==> src/rtl/decoded_instr_queue.sv <==
// ---------------------------------------------------------------------------
// decoded_instr_queue
//
// Small FIFO of decoded instructions sitting between the decoder and the
// issue stage. Decode stalls are decoupled from issue back-pressure, and at
// most one control-flow instruction may be unresolved downstream at a time:
// once a branch/jump has been handed to issue, a later control-flow entry is
// held at the head until execute reports the branch resolved.
//
// Parameters
//   DEPTH    number of entries (power of two, 2..16)
//   ENTRY_W  width of one decoded instruction (scoreboard entry)
//   PTR_W    pointer width, derived from DEPTH
//
// Ports
//   clk_i                 clock
//   rst_ni                asynchronous reset, active low
//   flush_i               drop every queued entry and clear branch state
//   instr_i               decoded instruction from the decoder
//   instr_valid_i         decoder offers instr_i
//   is_ctrl_flow_i        instr_i is a branch/jump
//   instr_ready_o         queue accepts instr_i this cycle
//   decoded_instr_o       head entry towards issue
//   decoded_instr_valid_o head entry is offered to issue
//   is_ctrl_flow_o        head entry is control flow
//   decoded_instr_ack_i   issue consumed the head entry
//   resolve_branch_i      execute resolved the outstanding branch
//   count_o               number of queued entries
//   unresolved_branch_o   a control-flow instruction is in flight
// ---------------------------------------------------------------------------
module decoded_instr_queue #(
    parameter int unsigned DEPTH   = 4,
    parameter int unsigned ENTRY_W = 64,
    localparam int unsigned PTR_W  = $clog2(DEPTH)
) (
    input  logic               clk_i,
    input  logic               rst_ni,
    input  logic               flush_i,
    input  logic [ENTRY_W-1:0] instr_i,
    input  logic               instr_valid_i,
    input  logic               is_ctrl_flow_i,
    output logic               instr_ready_o,
    output logic [ENTRY_W-1:0] decoded_instr_o,
    output logic               decoded_instr_valid_o,
    output logic               is_ctrl_flow_o,
    input  logic               decoded_instr_ack_i,
    input  logic               resolve_branch_i,
    output logic [PTR_W:0]     count_o,
    output logic               unresolved_branch_o
);

    localparam logic [PTR_W:0]   DEPTH_C   = (PTR_W + 1)'(DEPTH);
    localparam logic [PTR_W:0]   CNT_ZERO  = {(PTR_W + 1){1'b0}};
    localparam logic [PTR_W:0]   CNT_ONE   = (PTR_W + 1)'(1);
    localparam logic [PTR_W-1:0] PTR_ZERO  = {PTR_W{1'b0}};
    localparam logic [PTR_W-1:0] PTR_ONE   = PTR_W'(1);

    // Entry storage; intentionally left without reset, only count_q says
    // which slots hold live data.
    logic [ENTRY_W-1:0] mem_q [DEPTH];
    logic [DEPTH-1:0]   ctrl_q;

    logic [PTR_W-1:0] rd_ptr_q, rd_ptr_d;
    logic [PTR_W-1:0] wr_ptr_q, wr_ptr_d;
    logic [PTR_W:0]   count_q,  count_d;
    logic             unresolved_q, unresolved_d;

    logic full_s;
    logic empty_s;
    logic head_ctrl_s;
    logic blocked_s;
    logic ready_s;
    logic valid_s;
    logic push_s;
    logic pop_s;

    // Handshake qualification and branch gate, all derived from current state.
    always_comb begin
        full_s      = (count_q == DEPTH_C);
        empty_s     = (count_q == CNT_ZERO);
        head_ctrl_s = ctrl_q[rd_ptr_q];
        // Only a second control-flow head is held; plain entries keep flowing.
        blocked_s   = unresolved_q && head_ctrl_s;
        // No bypass when full: a same-cycle pop does not open a slot.
        ready_s     = !full_s && !flush_i;
        valid_s     = !empty_s && !blocked_s && !flush_i;
        push_s      = instr_valid_i && ready_s;
        pop_s       = valid_s && decoded_instr_ack_i;
    end

    // Next-state computation for pointers, occupancy and the branch flag.
    always_comb begin
        rd_ptr_d     = rd_ptr_q;
        wr_ptr_d     = wr_ptr_q;
        count_d      = count_q;
        unresolved_d = unresolved_q;
        if (flush_i) begin
            rd_ptr_d     = PTR_ZERO;
            wr_ptr_d     = PTR_ZERO;
            count_d      = CNT_ZERO;
            unresolved_d = 1'b0;
        end else begin
            // Pointers wrap naturally because DEPTH is a power of two.
            if (push_s) begin
                wr_ptr_d = wr_ptr_q + PTR_ONE;
            end else begin
                wr_ptr_d = wr_ptr_q;
            end
            if (pop_s) begin
                rd_ptr_d = rd_ptr_q + PTR_ONE;
            end else begin
                rd_ptr_d = rd_ptr_q;
            end
            case ({push_s, pop_s})
                2'b10:   count_d = count_q + CNT_ONE;
                2'b01:   count_d = count_q - CNT_ONE;
                default: count_d = count_q;
            endcase
            // Handing out a new branch outranks a resolve in the same cycle:
            // that resolve belongs to the previous branch.
            if (pop_s && head_ctrl_s) begin
                unresolved_d = 1'b1;
            end else if (resolve_branch_i) begin
                unresolved_d = 1'b0;
            end else begin
                unresolved_d = unresolved_q;
            end
        end
    end

    // Control state registers with asynchronous reset.
    always_ff @(posedge clk_i or negedge rst_ni) begin
        if (!rst_ni) begin
            rd_ptr_q     <= PTR_ZERO;
            wr_ptr_q     <= PTR_ZERO;
            count_q      <= CNT_ZERO;
            unresolved_q <= 1'b0;
        end else begin
            rd_ptr_q     <= rd_ptr_d;
            wr_ptr_q     <= wr_ptr_d;
            count_q      <= count_d;
            unresolved_q <= unresolved_d;
        end
    end

    // Entry write port; an entry becomes visible at the head one cycle later.
    always_ff @(posedge clk_i) begin
        if (push_s) begin
            mem_q[wr_ptr_q]  <= instr_i;
            ctrl_q[wr_ptr_q] <= is_ctrl_flow_i;
        end
    end

    // Output drive.
    always_comb begin
        instr_ready_o         = ready_s;
        decoded_instr_o       = mem_q[rd_ptr_q];
        decoded_instr_valid_o = valid_s;
        is_ctrl_flow_o        = !empty_s && head_ctrl_s;
        count_o               = count_q;
        unresolved_branch_o   = unresolved_q;
    end

endmodule

==> config.mk <==
export PLATFORM = sky130hd
export DESIGN_NAME = decoded_instr_queue
export DESIGN_NICKNAME = d
export VERILOG_FILES = /design/src/rtl/decoded_instr_queue.sv
export SDC_FILE = /design/constraint.sdc
export NUM_CORES = 1
export LEC_CHECK = 0
export CAP_MARGIN = 0
export CORE_MARGIN = 3
export CORE_UTILIZATION = 50
export CTS_CLUSTER_DIAMETER = 80
export DETAILED_ROUTE_END_ITERATION = 6
export GPL_TIMING_DRIVEN = 0
export PLACE_DENSITY = 0.82
export SLEW_MARGIN = 0
export SYNTH_ARGS = -nofsm -noshare
export SYNTH_HDL_FRONTEND = slang
export SYNTH_SLANG_ARGS = --single-unit
==> constraint.sdc <==
create_clock -name clk_i -period 4.2 [get_ports clk_i]
set_clock_uncertainty 0.1 [all_clocks]
set_input_delay 0.84 -clock clk_i [delete_from_list [all_inputs] [get_ports clk_i]]
set_output_delay 0.84 -clock clk_i [all_outputs]
set_load 0.02 [all_outputs]
==> flow_summary.json <==
{
  "status": "complete, no violations",
  "dieArea_mm2": 0.0216,
  "num_rows": 50,
  "fp.dieW_um": 147,
  "drive_gt1_frac": 0.211,
  "yosysWarnings": 0,
  "ant_nets": 0,
  "grt_max_degree": 56,
  "tightest_slew_ps": 690,
  "fin_nets": 652,
  "cts_hold_buffers": 0,
  "report.final.slew_viol_count": 0,
  "cts_setup_buffers": 0,
  "cts-resized-gates": 0,
  "gp_congestion": 0.766,
  "ys.flop_type": "edfxtp_1",
  "worstPathMaxFanout": 10,
  "num_antenna_cells": 0,
  "place_inst": 808,
  "cts.sinks": 268,
  "syn_to_final_growth_pct": 27.4,
  "synth_seq_area_share": 0.807,
  "yosysTopAreaCell": "edfxtp_1",
  "cts_buffer_depth": 3,
  "drt_iter0_markers": 220,
  "post-synth-top-area-fraction": 0.787,
  "first_global_vias": 5176,
  "die_y_um": 147,
  "power_mw": 6.06,
  "synth_edf_count": 260,
  "synth_cell_types": 31,
  "postSynthCellCount": 403,
  "clockRootBuffer": "clkbuf_16",
  "antenna_found_initial": 1,
  "dr.pass1.iters": 5,
  "insertion_delay_ps": 510,
  "path_class": "flip-flop to output port",
  "finalWorstSetupSlack_ps": 274,
  "worstPathArrival_ps": 2990,
  "overflow": 0,
  "portBuffers": 141,
  "postPlaceCellArea_mm2": 0.0118,
  "numCtsBuffers": 26,
  "p_per_area_mw_per_mm2": 480,
  "dp_hpwl_um": 11100,
  "groute.usage.overall": 0.173,
  "synth-seq-cells": 268,
  "startpoint_type": "flip-flop",
  "async_flop_share": 0.0299,
  "syn_area_mm2": 0.00992,
  "path_clk_slew_ps": 60,
  "worstPathRequired_ps": 3260,
  "rsz0062_at_grt": "no",
  "core_area_mm2": 0.0191,
  "max_freq_ghz": 0.255,
  "wire_per_inst_um": 21.3,
  "layout_commonest_cell": "edfxtp_1",
  "num_vias": 4720,
  "ios": 142,
  "min_period_ps": 3930,
  "drc": 0,
  "setup.worst_path.end_class": "output port",
  "syn_avg_cell_area_um2": 24.6,
  "synth.area.top_cells": "edfxtp_1 79%, mux4_2 15%, dfrtp_1 2.0%",
  "final_cell_mix": "260 x edfxtp_1, 141 x clkdlybuf4s50_1, 65 x mux4_2",
  "stdcell_area_mm2": 0.0126,
  "via_per_inst": 5.51,
  "syn-num-nets": 479,
  "setup_violations": 0,
  "fin_cells": 856,
  "finalHoldViolCount": 0,
  "hold_path.class": "flip-flop to flip-flop",
  "ir_drop_v": 0.000566,
  "cap_violations": 0,
  "finalCoreUtilization": 0.662,
  "cellLeakagePower_nw": 4.02,
  "wl_um": 18200,
  "finalCritPeriodShare": 0.935,
  "post-place-ws_ps": 690,
  "cts_tree": "done",
  "start_util": 0.520,
  "relSlewSlack": 0.539,
  "ctsHtreeMaxLevel": 1,
  "grt_pass1_wl_um": 29200
}
-- Yosys cell counts, types with 2 or more instances --
master / instances
ha_1: 4
mux2i_1: 2
xnor2_1: 3
clkbuf_1: 5
dfrtp_1: 8
and2_1: 4
mux4_2: 65
buf_1: 5
o21ai_0: 2
nor3_1: 3
edfxtp_1: 260
a21oi_1: 2
nand2_1: 5
nor4_1: 2
inv_1: 8
buf_2: 7
nor2_1: 4
-- path summary, 6_finish.rpt --
check	start	endpoint	slack, ps	cells after the start
max in group asynchronous	rst_ni	wr_ptr_q[0]	3210	1
max	rd_ptr_q[1]	decoded_instr_o[53]	270	4
min	wr_ptr_q[0]	wr_ptr_q[0]	480	1
min reg2reg	wr_ptr_q[0]	wr_ptr_q[0]	480	1
min in group asynchronous	rst_ni	rd_ptr_q[0]	520	1
max reg2reg	count_o[0]	mem_q[3][54]	1570	4
-- final cells by class --
type	count	area, um2
clock buffers	33	738
well taps	260	325
repair buffers	145	1510
multi-input cells	110	1820
flip-flops and latches	268	8010
fillers	1213	6440
inverters	8	30.0
plain buffers	17	72.6
clock inverters	15	138
-- sequential cells by signal (all words and copies together) (netlist names) --
name and flops:
rd_ptr_q 2, ctrl_q 4, wr_ptr_q 2, unresolved_branch_o 1, count_o 3, mem_q 256
-- metrics by stage --
stage / setup TNS [ps] / hold slack, ps
floorplan: 0 / 403
global placement: -270150 / 417
detailed placement: 0 / 462
CTS: 0 / 470
global route: 0 / 499
finish: 0 / 476
-- logic make-up after synthesis --
logic type | count (synthesis) | share of synthesized area
AOI/OAI and AO/OA | 13 | 0.0116
xor gates and xnor gates | 3 | 0.00265
adders and majority gates | 5 | 0.00706
buffers and inverters | 25 | 0.0103
DFF | 268 | 0.807
muxes | 67 | 0.150
and+or+nand+nor | 22 | 0.0114
-- critical path: stages, from the launching register on --
cell	delay, ps
dfrtp_1	420
buf_1	500
buf_1	550
mux4_2	430
clkdlybuf4s50_1	560
-- per-layer routing --
layer	share of wire	GRT usage	wire, um
met5	0.0011	0	20
met4	0.021	0.0433	378
met3	0.059	0.0413	1080
met2	0.52	0.299	9510
met1	0.40	0.225	7240
-- power by group --
| group | switching [mW] | total [mW] | leakage, nW | internal (mW) |
|---|---|---|---|---|
| registers | 0.0307 | 3.08 | 2.47 | 3.05 |
| logic | 0.347 | 0.690 | 1.12 | 0.343 |
| clock network | 0.930 | 2.30 | 0.427 | 1.37 |
| total | 1.31 | 6.06 | 4.02 | 4.76 |
Power figures use the tool's default switching activity.
